$ cat src/rtl/apagador_solicitudes_param.sv
// Elevator request latch and clear stage: holds hall/cabin calls per floor, clears the calls
// served at a stop and blocks re-requests of those calls while the doors dwell open.
module apagador_solicitudes_param #(
  parameter int FLOORS = 4,
  parameter int FW     = 2,
  parameter int DWELL  = 8
) (
  input  logic              clk,
  input  logic              rst_n,
  input  logic [FLOORS-1:0] hall_up_req,
  input  logic [FLOORS-1:0] hall_dn_req,
  input  logic [FLOORS-1:0] car_req,
  input  logic [FLOORS-1:0] car_cancel,
  input  logic              serve,
  input  logic [FW-1:0]     serve_floor,
  input  logic              serve_dir,
  input  logic [FW-1:0]     cur_floor,
  output logic [FLOORS-1:0] hall_up_pend,
  output logic [FLOORS-1:0] hall_dn_pend,
  output logic [FLOORS-1:0] car_pend,
  output logic [FW+2:0]     pending,
  output logic              any_above,
  output logic              any_below,
  output logic              door_busy
);

  localparam int CW = (DWELL > 1) ? $clog2(DWELL) : 1;
  localparam logic [CW-1:0] CNT_LOAD = CW'(DWELL - 1);
  // The top floor has no up button and the bottom floor has no down button.
  localparam logic [FLOORS-1:0] UP_EXIST = {1'b0, {(FLOORS-1){1'b1}}};
  localparam logic [FLOORS-1:0] DN_EXIST = {{(FLOORS-1){1'b1}}, 1'b0};

  typedef enum logic {ST_IDLE, ST_DWELL} state_t;

  state_t              r_state;
  logic [CW-1:0]       r_cnt;
  logic [FW-1:0]       r_floor;
  logic                r_dir;
  logic                r_busy;
  logic [FLOORS-1:0]   r_up, r_dn, r_car;
  logic [FLOORS-1:0]   r_sup_up, r_sup_dn, r_sup_car;

  logic [FLOORS-1:0]   w_hit;
  logic                w_valid;
  logic                w_accept;
  logic                w_reload;
  logic                w_beyond;
  logic [FLOORS-1:0]   w_clr_up, w_clr_dn, w_clr_car;
  logic [FLOORS-1:0]   w_rev_up, w_rev_dn;
  logic [FLOORS-1:0]   w_left;
  logic [FLOORS-1:0]   w_kill_up, w_kill_dn, w_kill_car;
  logic [FLOORS-1:0]   w_allow_up, w_allow_dn, w_allow_car;
  logic [FLOORS-1:0]   w_nxt_up, w_nxt_dn, w_nxt_car;
  logic [FLOORS-1:0]   w_all;
  logic [FW+2:0]       w_count;
  logic                w_above, w_below;

  always_comb begin
    w_hit = '0;
    for (int f = 0; f < FLOORS; f++) begin
      w_hit[f] = (serve_floor == FW'(f));
    end
    w_valid  = (int'(serve_floor) < FLOORS);
    w_accept = (r_state == ST_IDLE) && serve && w_valid;
    w_reload = (r_state == ST_DWELL) && serve &&
               (serve_floor == r_floor) && (serve_dir == r_dir);

    // End floors own a single hall call, so it is served whatever the direction.
    w_clr_up  = w_hit & UP_EXIST & {FLOORS{serve_dir || (serve_floor == '0)}};
    w_clr_dn  = w_hit & DN_EXIST & {FLOORS{!serve_dir || (int'(serve_floor) == FLOORS-1)}};
    w_clr_car = w_hit;

    // Reversal looks only at what survives this stop, not at requests arriving now.
    w_left   = (r_up & ~w_clr_up) | (r_dn & ~w_clr_dn) | (r_car & ~w_clr_car);
    w_beyond = 1'b0;
    for (int g = 0; g < FLOORS; g++) begin
      if (w_left[g] && (serve_dir ? (g > int'(serve_floor)) : (g < int'(serve_floor))))
        w_beyond = 1'b1;
    end
    w_rev_up = w_hit & UP_EXIST & {FLOORS{!serve_dir && !w_beyond}};
    w_rev_dn = w_hit & DN_EXIST & {FLOORS{serve_dir && !w_beyond}};

    w_kill_up  = w_accept ? (w_clr_up | w_rev_up) : '0;
    w_kill_dn  = w_accept ? (w_clr_dn | w_rev_dn) : '0;
    w_kill_car = w_accept ? w_clr_car : '0;

    w_allow_up  = (r_state == ST_DWELL) ? ~r_sup_up  : '1;
    w_allow_dn  = (r_state == ST_DWELL) ? ~r_sup_dn  : '1;
    w_allow_car = (r_state == ST_DWELL) ? ~r_sup_car : '1;

    w_nxt_up  = (r_up  | (hall_up_req & w_allow_up)) & ~w_kill_up & UP_EXIST;
    w_nxt_dn  = (r_dn  | (hall_dn_req & w_allow_dn)) & ~w_kill_dn & DN_EXIST;
    w_nxt_car = (r_car | (car_req & w_allow_car)) & ~car_cancel & ~w_kill_car;
  end

  always_ff @(posedge clk) begin
    if (!rst_n) begin
      r_state   <= ST_IDLE;
      r_cnt     <= '0;
      r_floor   <= '0;
      r_dir     <= 1'b0;
      r_busy    <= 1'b0;
      r_up      <= '0;
      r_dn      <= '0;
      r_car     <= '0;
      r_sup_up  <= '0;
      r_sup_dn  <= '0;
      r_sup_car <= '0;
    end else begin
      r_up  <= w_nxt_up;
      r_dn  <= w_nxt_dn;
      r_car <= w_nxt_car;
      case (r_state)
        ST_IDLE: begin
          if (w_accept) begin
            r_state   <= ST_DWELL;
            r_cnt     <= CNT_LOAD;
            r_floor   <= serve_floor;
            r_dir     <= serve_dir;
            r_busy    <= 1'b1;
            r_sup_up  <= w_clr_up | w_rev_up;
            r_sup_dn  <= w_clr_dn | w_rev_dn;
            r_sup_car <= w_clr_car;
          end
        end
        ST_DWELL: begin
          // A repeat of the same stop keeps the doors open; it takes priority over expiry.
          if (w_reload) begin
            r_cnt <= CNT_LOAD;
          end else if (r_cnt == '0) begin
            r_state <= ST_IDLE;
            r_busy  <= 1'b0;
          end else begin
            r_cnt <= r_cnt - 1'b1;
          end
        end
        default: begin
          r_state <= ST_IDLE;
          r_busy  <= 1'b0;
        end
      endcase
    end
  end

  always_comb begin
    w_count = '0;
    w_above = 1'b0;
    w_below = 1'b0;
    w_all   = r_up | r_dn | r_car;
    for (int f = 0; f < FLOORS; f++) begin
      w_count = w_count + (FW+3)'(r_up[f]) + (FW+3)'(r_dn[f]) + (FW+3)'(r_car[f]);
      if (w_all[f] && (f > int'(cur_floor))) w_above = 1'b1;
      if (w_all[f] && (f < int'(cur_floor))) w_below = 1'b1;
    end
  end

  assign hall_up_pend = r_up;
  assign hall_dn_pend = r_dn;
  assign car_pend     = r_car;
  assign pending      = w_count;
  assign any_above    = w_above;
  assign any_below    = w_below;
  assign door_busy    = r_busy;

endmodule
$ cat config.mk
export PLATFORM = sky130hd
export DESIGN_NAME = apagador_solicitudes_param
export DESIGN_NICKNAME = d
export VERILOG_FILES = /design/src/rtl/apagador_solicitudes_param.sv
export SDC_FILE = /design/constraint.sdc
export NUM_CORES = 1
export LEC_CHECK = 0
export BUFFER_PORTS_ARGS = -buffer_cell sky130_fd_sc_hd__buf_2
export CORE_MARGIN = 5
export CORE_UTILIZATION = 52
export DETAILED_ROUTE_END_ITERATION = 6
export GPL_TIMING_DRIVEN = 1
export PLACE_DENSITY_LB_ADDON = 0.12
export SYNTH_ARGS = -nofsm -noshare
export SYNTH_HDL_FRONTEND = slang
export SYNTH_SLANG_ARGS = --single-unit
$ cat constraint.sdc
create_clock -name clk -period 5.8 [get_ports clk]
set_clock_uncertainty 0.15 [all_clocks]
set_input_delay 0 -clock clk [delete_from_list [all_inputs] [get_ports clk]]
set_output_delay 0 -clock clk [all_outputs]
set_load 0.03 [all_outputs]
## Word-level counts from Yosys, hierarchy flattened

Cells that the tools add are included.

| operators by class | value |
|---|---|
| add/subtract/negate cells | 12 |
| order comparisons | 12 |
| eq/ne operators | 10 |
| muxes and demuxes | 32 |
| bitwise gates (word level) | 34 |
| reduce and logical (&&, ||, !) cells | 25 |

Operator list:

| kind | count |
|---|---|
| $and A4 B4 Y4 | 9 |
| $not A4 Y4 | 8 |
| $add A5 B1 Y5 | 6 |
| $or A4 B4 Y4 | 6 |
| $mux W1 | 20 |
| $logic_and A1 B1 Y1 | 16 |
| $mux W4 | 4 |
| $mux W3 | 5 |
| $and A3 B3 Y3 | 3 |
| $and A3 B4 Y4 | 2 |
| $gt A2 B2 Y1 const A | 4 |
| $lt A1 B2 Y1 const A | 4 |
| $not A3 Y3 | 2 |
| $or A3 B3 Y3 | 2 |
| $pmux W3 S2 | 1 |
| $add A4 B1 Y5 | 1 |
| $add A5 B1 Y5 const B | 1 |
| $add A3 B1 Y4 | 1 |
| $eq A2 B1 Y1 const B | 2 |
| $eq A2 B2 Y1 const B | 2 |
| $gt A1 B2 Y1 const A | 2 |
| $lt A2 B2 Y1 const A | 2 |
| $ne A2 B2 Y1 const B | 2 |
| $or A3 B4 Y4 | 1 |
| other kinds (15) | 19 |

| word-level totals | value |
|---|---|
| register bits after elaboration | 30 |
| bits of input ports | 24 |
| logic and storage cells | 137 |

## Logic depth before layout (Yosys ltp)

| depth | value |
|---|---|
| word-level depth | 19 |
| gate-level depth with buffers | 8 |
| gate-level depth less buffers | 8 |

## Least setup slack after synthesis

OpenSTA, ideal clock, no wires.

| path | value |
|---|---|
| path kind | reg-to-output |
| from | reg r_up[0], in the netlist hall_up_pend[0] |
| to | out pending[2] |
| arrival time | 3196 ps |
| required time | 5650 ps |
| path slack | 2454 ps |
| stages on the path, launching flop included | 9 |
| cell sequence | dfxtp_1 -> fa_1 -> fa_1 -> inv_1 -> fa_1 -> inv_1 -> ha_1 -> fa_1 -> xnor2_1 |

| on the way | value |
|---|---|
| longest elaborated chain between the ends | 11 |

RTL lines:

| element | line | RTL |
|---|---|---|
| from (decl) | 40 | `logic [FLOORS-1:0] r_up, r_dn, r_car;` |
| from (signal assigned) | 110 | `r_up <= w_nxt_up;` |
| $add A1 B1 Y2 | 151 | `w_count = w_count + (FW+3)'(r_up[f]) + (FW+3)'(r_dn[f]) + (FW+3)'(r_car[f]);` |
| $add A2 B1 Y3 | 151 |  |
| $add A3 B1 Y4 | 151 |  |
| $add A4 B1 Y5 | 151 |  |
| $add A5 B1 Y5 (7 in a row) | 151 |  |
| to (decl) | 21 | `output logic [FW+2:0] pending,` |

No other way between the ends.

## Worst setup path after layout

Ends and elaborated chain as after synthesis.

==> metrics <==
Die Ht=64.3 microns; GRT overflow=0; met1 usage in global routing=0.220; GPL Wtd Cong=approximately 0.75; Mean Syn Cell Area=approximately 8.7 sq um; Leakage=0.901 nW; Worst-path clk slew=140 ps; setup TNS=0 ps; total track usage=0.178; power per cell area=265 nW/um^2; core region area=2780 sq um; worst skew pair latency=330 ps; sequential area share after synthesis=0.365; commonest non-fill, non-tap cell in the layout=buf_2; # hold bufs at CTS=25; post-DR wirelength/cell=13.0 microns; CP Capture Type=primary output; vias in the first global route=1333; port buffer count=38; IO Pins=44; largest net degree at the start of global routing=31; Syn-to-layout area delta=29.5%; fin crit share=0.588; HPWL Detailed=about 2500 microns; initial antenna violation count=0; full die area=4140 sq um; Tmin final=3410 ps; FF-to-FF setup slack=3210 ps; measured slew at the worst slew-check pin=588 ps; final instance area=between 1500 and 2000 sq um; Final nets=269; H-tree depth=1; Slew Viols, Final=0; RSZ-0062 raised after global routing=false; most frequent cells in the layout=buf_2 (38), dfxtp_1 (28), nand2_1 (25), dlygate4sd3_1 (25), a21oi_1 (19); Total Wirelength=around 3400 microns; CP Launch Type=register; Crit Path Class=reg -> out; vias per cell=5.22; met3 usage=0.0298; Clock Path Buffers=2; clock buffer count from CTS=3; synthesized instance count=about 180; Post-CTS Resized=0; n_diodes=0; most used routing layer=met2; CTS tree=built; Pre-Repair DR Iteration Count=4; antenna-violating nets left=0; Initial Util=0.552; Max Cap Viol=0; Worst Hold Class=in -> out; # rows=19; drt drc=0; Setup Buffers After CTS=0; clock sinks=28; Synth Cell Area=1530 sq um; #FFs+latches synth=28; Fin. Hold Viols=0; worst path required time=5650 ps; Worst VDD drop=233 uV; Clock Tree Root=clkbuf_4; setup violators final=0; relative slew slack=0.607; crit path launch=hall_up_pend[0]; die span in x=64.3 microns; Fmax achieved=293 MHz; met2 GRT Util=0.317; Vias=roughly 1400; status=completed; RR Startpoint=r_state; hold wc startpoint=cur_floor[1]; first-pass GRT wire length=6030 microns; worst path arrival time=3260 ps; Yosys Warn Count=0; post-synth cell types=38; fraction of layout cells with a size suffix above 1=0.214; Cell Area, Placed=1680 sq um; Initial DRC Count=roughly 70; Crit Path Max Fanout=5
where the power goes:
group / internal, mW / total (mW) / leakage [nW] / switching, mW
Sequential: 0.206 / 0.221 / 0.231 / 0.0148
Combinational: 0.0690 / 0.178 / 0.642 / 0.109
Clock: 0.0699 / 0.128 / 0.0279 / 0.0584
cell type report:
type / instances / area (sq um)
fillers: 212 / 795
clock inverters: 1 / 30.0
flip-flops and latches: 28 / 561
inverters: 14 / 52.6
repair buffers: 63 / 440
clock buffers: 3 / 22.5
multi-input cells: 125 / 842
well taps: 31 / 38.8
worst paths after layout:
| path | depth (start not counted) | endpoint |
|---|---|---|
| max | 9 | pending[2] |
| min | 3 | any_above |
| min reg2reg | 2 | r_sup_dn[1] |
| max reg2reg | 5 | car_pend[1] |
through the flow:
stage	worst slack (ps)	cells	hold slack [ps]	util	total power, mW
6_report	2390	265	194	0.714	0.527
5_1_grt	2260	265	230	0.714	0.562
4_1_cts	2350	265	195	0.714	0.532
3_5_place_dp	2740	236	15.6	0.605	0.391
3_3_place_gp	2770	236	15.0	0.605	0.384
2_1_floorplan	2450	179	-73.3	-	0.355
routing by layer:
metal,wire [microns],vias to the layer above
li1,-,702
met1,1450,631
met2,1740,48
met3,238,2
met4,9,0
met5,0,-
worst max-delay path, stage by stage, from the launching register on:
cell and delay (ps):
dfxtp_1 480, fa_1 450, fa_1 520, inv_1 50, fa_1 480, inv_1 40, ha_1 200, fa_1 380
xnor2_1 130, buf_2 210
synthesized netlist by cell type:
| cell | n | area share |
|---|---|---|
| nor2_1 | 7 | 0.017 |
| xor2_2 | 1 | 0.011 |
| o21a_1 | 2 | 0.0098 |
| nand3_1 | 8 | 0.026 |
| and4bb_2 | 1 | 0.0082 |
| buf_2 | 3 | 0.0098 |
| o21ai_0 | 6 | 0.020 |
| inv_1 | 14 | 0.034 |
| a21oi_1 | 19 | 0.062 |
| mux2i_1 | 2 | 0.013 |
| fa_1 | 6 | 0.078 |
| or3_1 | 1 | 0.0041 |
| and3_1 | 1 | 0.0041 |
| o21ai_1 | 1 | 0.0033 |
| nor2b_1 | 5 | 0.020 |
| nand2_1 | 25 | 0.061 |
| dfxtp_1 | 28 | 0.37 |
| conb_1 | 1 | 0.0024 |
| o22ai_1 | 3 | 0.012 |
| and3b_1 | 1 | 0.0057 |
| a21boi_2 | 2 | 0.015 |
| xnor2_1 | 1 | 0.0057 |
| nor2_2 | 2 | 0.0082 |
| o31ai_1 | 1 | 0.0049 |
| xor2_1 | 2 | 0.011 |
| buf_4 | 4 | 0.020 |
| ha_1 | 4 | 0.033 |
| or3_4 | 1 | 0.0073 |
| a21boi_0 | 7 | 0.034 |
| nand2b_1 | 2 | 0.0082 |
| nor3_1 | 4 | 0.013 |
| nor4b_1 | 3 | 0.017 |
| clkbuf_1 | 2 | 0.0049 |
| a21boi_1 | 1 | 0.0049 |
| buf_6 | 3 | 0.022 |
| nand3b_1 | 1 | 0.0049 |
| nor4_4 | 1 | 0.014 |
| o211ai_1 | 1 | 0.0049 |
kinds of logic (layout without fill, tap and decap cells):
family,after synthesis,after routing,share of synthesized area
adder cells (fa/ha/maj),10,10,0.111
buffers and inverters,26,81,0.0905
other,1,3,0.00244
flip-flops,28,28,0.365
XOR/XNOR,4,4,0.0277
AND/OR/NAND/NOR,63,63,0.219
AO/OA/AOI/OAI,43,43,0.170
multiplexers,2,2,0.0131
sequential cells by signal (all words and copies together), names as in the netlist:
| register | cells |
|---|---|
| car_pend | 4 |
| door_busy | 1 |
| r_sup_dn | 3 |
| r_sup_car | 4 |
| r_cnt | 3 |
| hall_up_pend | 3 |
| r_state | 1 |
| r_floor | 2 |
| r_sup_up | 3 |
| r_dir | 1 |
| hall_dn_pend | 3 |
No activity file was read; power rests on OpenSTA's default activity.
